===== src/rtl/wb_port_arbiter_if.sv =====
// Bus bundle for wb_port_arbiter: three write-back result sources,
// two register-file write ports, flow control, and the hazard lookup port.
interface wb_port_arbiter_if #(
  parameter int WIDTH = 32,
  parameter int DEPTH = 4
);
  localparam int CW = $clog2(DEPTH) + 1;

  logic             Req1, Req2, Req3;
  logic [4:0]       Addr1, Addr2, Addr3;
  logic [WIDTH-1:0] Data1, Data2, Data3;

  logic             WE1, WE2;
  logic [4:0]       Aw1, Aw2;
  logic [WIDTH-1:0] WD1, WD2;

  logic             Stall;
  logic [CW-1:0]    PendCount;
  logic             Overflow;

  logic [4:0]       LookupAddr;
  logic             LookupHit;
  logic [WIDTH-1:0] LookupData;

  modport master (
    output Req1, Req2, Req3, Addr1, Addr2, Addr3, Data1, Data2, Data3, LookupAddr,
    input  WE1, WE2, Aw1, Aw2, WD1, WD2, Stall, PendCount, Overflow, LookupHit, LookupData
  );

  modport slave (
    input  Req1, Req2, Req3, Addr1, Addr2, Addr3, Data1, Data2, Data3, LookupAddr,
    output WE1, WE2, Aw1, Aw2, WD1, WD2, Stall, PendCount, Overflow, LookupHit, LookupData
  );
endinterface


===== src/rtl/wb_port_arbiter.sv =====
// Write-back arbiter: grants up to two register-file writes per cycle in
// program order (pending entries first, then Req1..Req3), parks the rest in
// an in-order pending buffer, and raises Stall before the buffer can fill.
// Optional feature macro: WB_ARB_LOOKUP_EN builds the pending-entry lookup
// search; without it LookupHit and LookupData are tied to 0.
module wb_port_arbiter #(
  parameter int WIDTH = 32,
  parameter int DEPTH = 4
) (
  input logic             CLK,
  input logic             CLR,
  wb_port_arbiter_if.slave bus
);
  localparam int PW = $clog2(DEPTH);
  localparam int CW = PW + 1;
  localparam int XW = CW + 1;

  logic [4:0]       addr_mem [DEPTH];
  logic [WIDTH-1:0] data_mem [DEPTH];
  logic [PW-1:0]    rptr, wptr;
  logic [CW-1:0]    count, count_next;
  logic             stall_q, overflow_q, overflow_set;

  logic [4:0]       req_addr [3];
  logic [WIDTH-1:0] req_data [3];
  logic [2:0]       req_valid;
  logic [4:0]       new_addr [4];
  logic [WIDTH-1:0] new_data [4];
  logic [4:0]       push_addr [4];
  logic [WIDTH-1:0] push_data [4];
  logic [1:0]       new_num, pend_grant, avail, new_grant, push_num, push_ok;
  logic [XW-1:0]    free_slots;
  logic [PW-1:0]    rptr_1;

  logic             we1, we2;
  logic [4:0]       aw1, aw2;
  logic [WIDTH-1:0] wd1, wd2;

  assign req_addr[0] = bus.Addr1;
  assign req_addr[1] = bus.Addr2;
  assign req_addr[2] = bus.Addr3;
  assign req_data[0] = bus.Data1;
  assign req_data[1] = bus.Data2;
  assign req_data[2] = bus.Data3;
  assign req_valid   = {bus.Req3, bus.Req2, bus.Req1};
  assign rptr_1      = rptr + PW'(1);

  // Compact the usable new requests (register 0 dropped) into program order.
  always_comb begin
    new_num = 2'd0;
    for (int i = 0; i < 4; i++) begin
      new_addr[i] = '0;
      new_data[i] = '0;
    end
    for (int i = 0; i < 3; i++) begin
      if (req_valid[i] && req_addr[i] != 5'd0) begin
        new_addr[new_num] = req_addr[i];
        new_data[new_num] = req_data[i];
        new_num = new_num + 2'd1;
      end
    end
  end

  // Decide how many pending and new candidates are granted, and how many new ones get buffered.
  always_comb begin
    pend_grant   = (count >= CW'(2)) ? 2'd2 : count[1:0];
    avail        = 2'd2 - pend_grant;
    new_grant    = (new_num < avail) ? new_num : avail;
    push_num     = new_num - new_grant;
    free_slots   = XW'(DEPTH) - XW'(count) + XW'(pend_grant);
    overflow_set = 1'b0;
    push_ok      = push_num;
    if (XW'(push_num) > free_slots) begin
      push_ok      = free_slots[1:0];
      overflow_set = 1'b1;
    end
    count_next = CW'(XW'(count) - XW'(pend_grant) + XW'(push_ok));
    for (int i = 0; i < 4; i++) begin
      push_addr[i] = '0;
      push_data[i] = '0;
    end
    case (new_grant)
      2'd0: begin
        for (int i = 0; i < 3; i++) begin
          push_addr[i] = new_addr[i];
          push_data[i] = new_data[i];
        end
      end
      2'd1: begin
        push_addr[0] = new_addr[1];
        push_data[0] = new_data[1];
        push_addr[1] = new_addr[2];
        push_data[1] = new_data[2];
      end
      default: begin
        push_addr[0] = new_addr[2];
        push_data[0] = new_data[2];
      end
    endcase
  end

  // Pick the two oldest candidates for the write ports; same-address pairs keep only the younger write.
  always_comb begin
    we1 = 1'b0;
    aw1 = '0;
    wd1 = '0;
    we2 = 1'b0;
    aw2 = '0;
    wd2 = '0;
    if (count != '0) begin
      we1 = 1'b1;
      aw1 = addr_mem[rptr];
      wd1 = data_mem[rptr];
    end else if (new_num != 2'd0) begin
      we1 = 1'b1;
      aw1 = new_addr[0];
      wd1 = new_data[0];
    end
    if (count >= CW'(2)) begin
      we2 = 1'b1;
      aw2 = addr_mem[rptr_1];
      wd2 = data_mem[rptr_1];
    end else if (count == CW'(1) && new_num != 2'd0) begin
      we2 = 1'b1;
      aw2 = new_addr[0];
      wd2 = new_data[0];
    end else if (count == '0 && new_num >= 2'd2) begin
      we2 = 1'b1;
      aw2 = new_addr[1];
      wd2 = new_data[1];
    end
    if (we1 && we2 && aw1 == aw2) begin
      we1 = 1'b0;
    end
  end

  // Occupancy, pointers, stall and sticky overflow; reset throws away all pending writes.
  always_ff @(posedge CLK or posedge CLR) begin
    if (CLR) begin
      rptr       <= '0;
      wptr       <= '0;
      count      <= '0;
      stall_q    <= 1'b0;
      overflow_q <= 1'b0;
    end else begin
      rptr       <= rptr + PW'(pend_grant);
      wptr       <= wptr + PW'(push_ok);
      count      <= count_next;
      stall_q    <= (count_next >= CW'(DEPTH - 1));
      overflow_q <= overflow_q | overflow_set;
    end
  end

  // Buffer storage is never cleared; only the pointers and count decide what is valid.
  always_ff @(posedge CLK) begin
    for (int k = 0; k < 3; k++) begin
      if (2'(k) < push_ok) begin
        addr_mem[wptr + PW'(k)] <= push_addr[k];
        data_mem[wptr + PW'(k)] <= push_data[k];
      end
    end
  end

`ifdef WB_ARB_LOOKUP_EN
  logic             hit;
  logic [WIDTH-1:0] hit_data;

  // Scan oldest to youngest so the last match found is the youngest one.
  always_comb begin
    hit      = 1'b0;
    hit_data = '0;
    if (bus.LookupAddr != 5'd0) begin
      for (int i = 0; i < DEPTH; i++) begin
        if (CW'(i) < count && addr_mem[rptr + PW'(i)] == bus.LookupAddr) begin
          hit      = 1'b1;
          hit_data = data_mem[rptr + PW'(i)];
        end
      end
    end
  end

  assign bus.LookupHit  = hit;
  assign bus.LookupData = hit_data;
`else
  assign bus.LookupHit  = 1'b0;
  assign bus.LookupData = '0;
`endif

  assign bus.WE1       = we1;
  assign bus.Aw1       = aw1;
  assign bus.WD1       = wd1;
  assign bus.WE2       = we2;
  assign bus.Aw2       = aw2;
  assign bus.WD2       = wd2;
  assign bus.Stall     = stall_q;
  assign bus.PendCount = count;
  assign bus.Overflow  = overflow_q;
endmodule


===== src/flat_wrapper.sv =====
// flat-port wrapper written by rule: the top's interface ports become plain ports
module wb_port_arbiter_flat 
#(
  parameter int WIDTH = 32,
  parameter int DEPTH = 4
)
  (CLK, CLR, bus_Req1, bus_Req2, bus_Req3, bus_Addr1, bus_Addr2, bus_Addr3, bus_Data1, bus_Data2, bus_Data3, bus_LookupAddr, bus_WE1, bus_WE2, bus_Aw1, bus_Aw2, bus_WD1, bus_WD2, bus_Stall, bus_PendCount, bus_Overflow, bus_LookupHit, bus_LookupData);
  wb_port_arbiter_if #(.WIDTH(WIDTH), .DEPTH(DEPTH)) bus_i ();
  input logic CLK;
  input logic CLR;
  input wire logic [$bits(bus_i.Req1)-1:0] bus_Req1;
  input wire logic [$bits(bus_i.Req2)-1:0] bus_Req2;
  input wire logic [$bits(bus_i.Req3)-1:0] bus_Req3;
  input wire logic [$bits(bus_i.Addr1)-1:0] bus_Addr1;
  input wire logic [$bits(bus_i.Addr2)-1:0] bus_Addr2;
  input wire logic [$bits(bus_i.Addr3)-1:0] bus_Addr3;
  input wire logic [$bits(bus_i.Data1)-1:0] bus_Data1;
  input wire logic [$bits(bus_i.Data2)-1:0] bus_Data2;
  input wire logic [$bits(bus_i.Data3)-1:0] bus_Data3;
  input wire logic [$bits(bus_i.LookupAddr)-1:0] bus_LookupAddr;
  output wire logic [$bits(bus_i.WE1)-1:0] bus_WE1;
  output wire logic [$bits(bus_i.WE2)-1:0] bus_WE2;
  output wire logic [$bits(bus_i.Aw1)-1:0] bus_Aw1;
  output wire logic [$bits(bus_i.Aw2)-1:0] bus_Aw2;
  output wire logic [$bits(bus_i.WD1)-1:0] bus_WD1;
  output wire logic [$bits(bus_i.WD2)-1:0] bus_WD2;
  output wire logic [$bits(bus_i.Stall)-1:0] bus_Stall;
  output wire logic [$bits(bus_i.PendCount)-1:0] bus_PendCount;
  output wire logic [$bits(bus_i.Overflow)-1:0] bus_Overflow;
  output wire logic [$bits(bus_i.LookupHit)-1:0] bus_LookupHit;
  output wire logic [$bits(bus_i.LookupData)-1:0] bus_LookupData;
  assign bus_i.Req1 = bus_Req1;
  assign bus_i.Req2 = bus_Req2;
  assign bus_i.Req3 = bus_Req3;
  assign bus_i.Addr1 = bus_Addr1;
  assign bus_i.Addr2 = bus_Addr2;
  assign bus_i.Addr3 = bus_Addr3;
  assign bus_i.Data1 = bus_Data1;
  assign bus_i.Data2 = bus_Data2;
  assign bus_i.Data3 = bus_Data3;
  assign bus_i.LookupAddr = bus_LookupAddr;
  assign bus_WE1 = bus_i.WE1;
  assign bus_WE2 = bus_i.WE2;
  assign bus_Aw1 = bus_i.Aw1;
  assign bus_Aw2 = bus_i.Aw2;
  assign bus_WD1 = bus_i.WD1;
  assign bus_WD2 = bus_i.WD2;
  assign bus_Stall = bus_i.Stall;
  assign bus_PendCount = bus_i.PendCount;
  assign bus_Overflow = bus_i.Overflow;
  assign bus_LookupHit = bus_i.LookupHit;
  assign bus_LookupData = bus_i.LookupData;
  wb_port_arbiter #(.WIDTH(WIDTH), .DEPTH(DEPTH)) u_core (.CLK(CLK), .CLR(CLR), .bus(bus_i));
endmodule

===== config.mk =====
export PLATFORM = sky130hd
export DESIGN_NAME = wb_port_arbiter_flat
export DESIGN_NICKNAME = d
export VERILOG_FILES = /design/src/rtl/wb_port_arbiter_if.sv /design/src/rtl/wb_port_arbiter.sv /design/src/flat_wrapper.sv
export SDC_FILE = /design/constraint.sdc
export NUM_CORES = 1
export LEC_CHECK = 0
export CORE_ASPECT_RATIO = 1.4
export CORE_MARGIN = 2
export CORE_UTILIZATION = 35
export DETAILED_ROUTE_END_ITERATION = 10
export DONT_BUFFER_PORTS = 1
export HOLD_SLACK_MARGIN = 0.05
export PLACE_DENSITY = 0.57
export SKIP_CTS_REPAIR_TIMING = 1
export SLEW_MARGIN = 25
export SYNTH_ARGS = -nofsm -noshare
export SYNTH_HDL_FRONTEND = slang
export SYNTH_SLANG_ARGS = --single-unit

===== constraint.sdc =====
create_clock -name CLK -period 14.6 [get_ports CLK]
set_clock_uncertainty 0.05 [all_clocks]
set_input_delay 2.92 -clock CLK [delete_from_list [all_inputs] [get_ports CLK]]
set_output_delay 2.92 -clock CLK [all_outputs]
set_load 0.05 [all_outputs]

* Word level (Yosys, flattened, before mapping)
Memory sizes are Yosys's and may differ from the RTL's. Index checks and enable logic that the tools add are counted.
Operators by class: add/sub/neg operators 13, magnitude comparators 12, equal/unequal tests 3, mux-type cells 53, bitwise logic cells 3, reductions and logical operators 16
Operators by type and width (number):
- 2-to-1 mux 32 bit | 9
- bitwise mux 128 bit | 2
- 2-to-1 mux 128 bit | 2
- demux 32 bit (select 2 bit) | 2
- one-hot mux 32 bit (2 select lines) | 2
- 2-to-1 mux 5 bit | 9
- bitwise mux 20 bit | 2
- 2-to-1 mux 20 bit | 2
- demux 5 bit (select 2 bit) | 2
- one-hot mux 5 bit (2 select lines) | 2
- nonzero test 5 bit | 3
- 2-to-1 mux 1 bit | 14
- 2-to-1 mux 2 bit | 5
- logical AND 1 bit | 9
- adder 2 x 1 -> 2 bit (second input constant) | 3
- greater-or-equal comparator 3 x 2 -> 1 bit (second input constant) | 2
- greater-or-equal comparator 3 bit (second input constant) | 2
- less-than comparator 3 x 1 -> 1 bit (second input constant) | 2
- equality test 5 bit | 1
- adder 2 bit | 2
- adder 4 x 2 -> 4 bit | 1
- > comparator 2 x 4 -> 1 bit | 1
- less-than comparator 1 x 2 -> 1 bit (first input constant) | 2
- subtractor 3 x 3 -> 4 bit (first input constant) | 1
- other kinds (18) | 18
Word-level totals: flip-flop bits (word level) 9, bits in writable memories 148, logic and storage cells 107, memories 2
Memories:
- u_core.data_mem | depth 4, bits a word 32, rd ports 2, clocked after Yosys merged registers in 0, write ports 3, RTL line wb_port_arbiter.sv:19 | logic [WIDTH-1:0] data_mem [DEPTH];
- u_core.addr_mem | depth 4, bits a word 5, rd ports 2, clocked after Yosys merged registers in 0, write ports 3, RTL line wb_port_arbiter.sv:18 | logic [4:0] addr_mem [DEPTH];

* Logic depth before layout (Yosys ltp)
word-level depth 18, gate-level depth with buffers 29

* Worst setup path before layout
OpenSTA, ideal clock, no wires.
path kind input to register, start in bus_Addr2[0], end mem u_core.addr_mem[0][0] (enable), data arrival time 10.386 ns, required time 14.063 ns, slack 3.677 ns, stages 21, path buffers 5, cell sequence or4_1 -> o21a_1 -> clkbuf_1 -> clkbuf_1 -> ha_1 -> nor3_2 -> a21o_1 -> o31a_1 -> a2bb2oi_2 -> buf_4 -> buf_6 -> ha_1 -> xnor2_1 -> ha_1 -> nor2b_1 -> o21a_1 -> o21ai_0 -> a21oi_1 -> clkbuf_1 -> o21ai_0 -> a211oi_1
RTL lines:
- start, declared | RTL line flat_wrapper.sv:15 | input wire logic [$bits(bus_i.Addr2)-1:0] bus_Addr2;
- end, declared | RTL line wb_port_arbiter.sv:18

* Worst setup path after layout
start in bus_Addr1[2], end out bus_WE1
On the way: longest elaborated chain between the ends 18, elaborated cells between the ends (all ways) 42
Ends and longest elaborated chain:
- start, declared | RTL line flat_wrapper.sv:14 | input wire logic [$bits(bus_i.Addr1)-1:0] bus_Addr1;
- nonzero test 5 bit (*) | RTL line wb_port_arbiter.sv:56 | if (req_valid[i] && req_addr[i] != 5'd0) begin
- logical AND 1 bit (*) | RTL line wb_port_arbiter.sv:56
- 2-to-1 mux 1 bit | RTL line wb_port_arbiter.sv:56
- adder 1 x 1 -> 2 bit / inverter 1 -> 3 bit (equally long branches) | RTL line wb_port_arbiter.sv:59, wb_port_arbiter.sv:57
- 2-to-1 mux 2 bit, or another cell as far along | RTL line wb_port_arbiter.sv:56
- inverter 2 -> 3 bit (not written as such) / logical AND 1 bit (equally long branches) | RTL line wb_port_arbiter.sv:57 | new_addr[new_num] = req_addr[i];
- greater-or-equal comparator 3 bit (not written as such), or another cell as far along | RTL line wb_port_arbiter.sv:57
- logical AND 1 bit (not written as such) / demux 5 bit (select 2 bit) (equally long branches) | RTL line wb_port_arbiter.sv:57
- [3 not listed]
- 2-to-1 mux 20 bit | RTL line wb_port_arbiter.sv:56
- 2-to-1 mux 5 bit | RTL line wb_port_arbiter.sv:127 | end else if (count == '0 && new_num >= 2'd2) begin
- 2-to-1 mux 5 bit (*) | RTL line wb_port_arbiter.sv:123 | end else if (count == CW'(1) && new_num != 2'd0) begin
- 2-to-1 mux 5 bit (*) | RTL line wb_port_arbiter.sv:119 | if (count >= CW'(2)) begin
- net bus_Aw2[0] | RTL line flat_wrapper.sv:24 | output wire logic [$bits(bus_i.Aw2)-1:0] bus_Aw2;
- equality test 5 bit (*) | RTL line wb_port_arbiter.sv:132 | if (we1 && we2 && aw1 == aw2) begin
- logical AND 1 bit (*) | RTL line wb_port_arbiter.sv:132
- 2-to-1 mux 1 bit (*) | RTL line wb_port_arbiter.sv:132
- end, declared | RTL line flat_wrapper.sv:21 | output wire logic [$bits(bus_i.WE1)-1:0] bus_WE1;
The timed path passes the listed nets; every way through them passes the cells marked *.

==> reports/results.env <==
SLEW_AT_THE_PIN_WITH_THE_WORST_MAX_SLEW_SLACK_PS=1120
CORE-AREA_MM2=0.0422
START_UTIL_PCT=35.5
TOTAL_CELL_AREA_AT_THE_PLACEMENT_STAGE_MM2=0.0155
CLOCK_TREE.ROOT_CELL='clkbuf_16'
CTS_TREE='built'
CLKSINKCOUNT=157
SETUP_REPAIR_AFTER_GLOBAL_ROUTING_MISSED_ITS_MARGIN='no'
RATIO_OF_ROUTED_VIAS_TO_STANDARD_CELLS=6.90
CLOCK_PATH_BUFFERS=2
PORT-BUFFER-COUNT=0
DRT-INITIAL-DRC-COUNT=1706
PLACEMENT.SETUP.WORST_SLACK_PS=4050
FINAL_DESIGN_AREA_NO_FILL_MM2=0.0162
GRT_UTIL_MET2_PCT=45.3
SYNTHADDERAREAFRAC_PCT=1.19
FP-ROW-COUNT=89
DRTPASS1ITERATIONS=6
HTREE_NUM_LEVELS=4
SYNTHESIS.INSTANCES=1687
SYNTH_SIMPLE_GATE_AREA_SHARE_PCT=17.3
GRT_MAX_DEGREE=74
DIE_BOUNDARY_HEIGHT_UM=249
MAPPEDNETLISTAREA_MM2=0.0150
INSERTION_DELAY_PS=450
FIN_UTIL_PCT=38.3
SETUP.REG_TO_REG.WORST_SLACK_PS=7130
CTS_INSERTED_BUFFERS=17
WORST_HOLD_PATH_TYPE='reg -> reg'
FINAL_ESTIMATED_ROUTING_CONGESTION_IN_GLOBAL_PLACEMENT=0.894
WORSTPATHREQUIRED_PS=11630
DRTANTENNAVIOLNETS=0
WORSTSETUPENDPOINTTYPE='output port'
AREA_GROWTH_SYN_TO_LAYOUT_PCT=7.76
GRT_UTIL_ALL_LAYERS_PCT=26.5
WORSTSETUPPATHTYPE='in -> out'
YOSYS_REGISTER_BITS=157
YS_ASYNC_SR_FRACTION_PCT=5.73
ROUTED-VIA-COUNT=14871
GRTUSAGEMET1_PCT=30.8
SYNTH_EDF_COUNT=148
FIN_NETS=1731
NUMBER_OF_FILLER_CELLS_PLACED_IN_THE_LAYOUT=4146
BUSIEST_LAYER='met2'
TIMING.SETUP.TNS_PS=0
YS.FLOP_TYPE='edfxtp_1'
DRT_DRC_VIOLATIONS_LEFT=0
CRITPATHMAXFANOUT=73
HOLD_PATH_STARTPOINT='u_core.wptr[0]'
SYNTH_SEQUENTIAL_AREA_RATIO_PCT=31.1
FINALSETUPVIOLATIONS=0
STATUS='finished clean'
DIE_W_UM=179
DRT_WL_TOTAL_MM=60.4
CP_DATA_ARRIVAL_TIME_PS=7650
TOP_LEVEL_PORTS=235
SYNTH_XOR_AREA_SHARE_PCT=0.760
SYNTHESIS.AREA_PER_INSTANCE_UM2=8.89
SYNTH_COMPOUND_AREA_SHARE_PCT=25.2
WORST_HOLD_DEPTH=1
YOSYSWARNINGCOUNT=0
REGTOREGSTARTPOINT='u_core.bus.PendCount[2]'
CLOCK.FMAX_MHz=94.1
GROUTE.LAYER.MET3.USAGE_PCT=5.77
REPORTED_MAX_CAP_VIOLATION_COUNT=0
FIRST_GLOBAL_VIAS=14579
RELSLEWSLACK_PCT=26.8
FINAL.PERIOD_UTILIZATION_PCT=72.8
WIRE_LENGTH_OF_THE_FIRST_GLOBAL_ROUTING_PASS_MM=88.6
FINAL-HOLD-VIOLATION-COUNT=0
GRT_OVERFLOW=0
ROUTED_WIRE_LENGTH_PER_INSTANCE_UM=28.0
SYNTH_TOP_FAMILY_BY_AREA='compound AO/OA/AOI/OAI gates'
NATURE_OF_THE_CRITICAL_PATH_STARTPOINT='input port'
DESIGN.DIE.AREA_MM2=0.0445
ANTENNA_VIOLATIONS_BEFORE_REPAIR=2
POST-ROUTE-WORST-SETUP-SLACK_PS=3980
CTS.REPORTEDPATHS.CLKPINSLEW_PS=50
POST_ROUTE_CELLS_DRIVE_ABOVE_1_SHARE_PCT=14.0
CRIT-REG2REG-CAPTURE='u_core.addr_mem[2][2]'
LAYOUT_MIN_CYCLE_TIME_PS=10620
R2R.WORST_PATH.CELLS=19
POST_SYNTH_MUX_AREA_SHARE_PCT=16.3
YOSYSUNIQUECELLTYPES=67
TIMING_MAX_TRANSITION_VIOLATIONS_FINAL=0
POST-DP-HPWL_MM=37.4
TIMING.HOLD.WORST_ENDPOINT='u_core.wptr[0]'
-- flip-flops by register name (all words and copies together), names as in the netlist --
register and count:
u_core.data_mem 128, u_core.addr_mem 20, u_core.bus.PendCount 3, u_core.rptr 2
u_core.wptr 2, u_core.bus.Overflow 1, u_core.bus.Stall 1
-- final cells by class --
| type | count | area [um^2] | area share, % |
|---|---|---|---|
| multi-input cells | 1314 | 9560 | 59.2 |
| flip-flops and latches | 157 | 4680 | 29.0 |
| well taps | 546 | 683 | 4.23 |
| repair buffers | 62 | 480 | 2.97 |
| clock buffers | 21 | 440 | 2.73 |
| inverters | 45 | 169 | 1.05 |
| clock inverters | 10 | 139 | 0.860 |
| diodes | 1 | 2.50 | 0.0155 |
-- per-layer routing --
layer / wire [um] / up-vias
li1: - / 6398
met1: 21300 / 7240
met2: 29900 / 1014
met3: 6270 / 219
met4: 2980 / 0
met5: 0 / -
-- layout by cell type, fill, tap and decap left out, drive strengths merged, types with 5 or more instances in the layout --
cell	count
o221ai	68
clkinv	5
clkbuf	21
nand3b	6
dfrtp	9
o21ai	225
edfxtp	148
nand2	150
a41oi	5
and2	12
nand3	15
mux2i	78
a2bb2oi	17
o31ai	5
o31a	5
nor2	78
xnor2	10
a21oi	24
buf	62
o22ai	160
mux4	74
a21o	36
o211ai	6
inv	46
conb	34
nor3	173
and3	41
ha	11
and4	32
-- worst max path at each step --
stage               slack [ps]               endpoint  cells after the start          from
finish                    3980                bus_WE1                     12  bus_Addr1[2]
global route              3820                bus_WE1                     12  bus_Addr1[2]
CTS                       4050                bus_WE1                     10  bus_Addr1[2]
detailed placement        4050                bus_WE1                     10  bus_Addr1[2]
global placement          3640                bus_WE1                     12  bus_Addr1[2]
floorplan                 3680  u_core.addr_mem[0][0]                     21  bus_Addr2[0]
-- kinds of logic after synthesis --
group,Yosys count
and+or+nand+nor,524
adders and majority gates,13
buffers and inverters,249
xor gates and xnor gates,13
DFF,157
muxes,152
AOI/OAI and AO/OA,578
other,1
-- cells in the mapped netlist, types with 32 or more instances --
cell type  number  area, um^2
o21ai_0       174         871
o22ai_1       160        1000
buf_4          41         308
nor3_1        170         851
clkbuf_1      114         428
o21ai_1        49         245
edfxtp_1      148        4440
and4_1         32         280
nand2_1       150         563
and3_1         41         257
mux4_2         74        1670
a21o_1         36         270
inv_1          43         161
nor2_1         78         293
o221ai_1       68         596
mux2i_1        78         781
-- through the flow --
step / hold slack (ps) / instances
after floorplan: 475 / 1720
after global placement: 582 / 2121
after detailed placement: 593 / 2124
after CTS: 604 / 2155
after global routing: 647 / 2156
final: 610 / 2156
-- worst max-delay path, cell delays in order --
cell and delay (ps):
or4_4 550, o21a_4 500, ha_1 600, nor4_1 90, a21oi_1 310, nand3_2 650
buf_4 540, o221ai_1 300, buf_4 290, xor2_1 270, nor2_1 80, a31oi_2 530
Power is left out: the tool's default activity adds up to more than one toggle a clock period on the data nets, which glitch-free logic cannot reach.
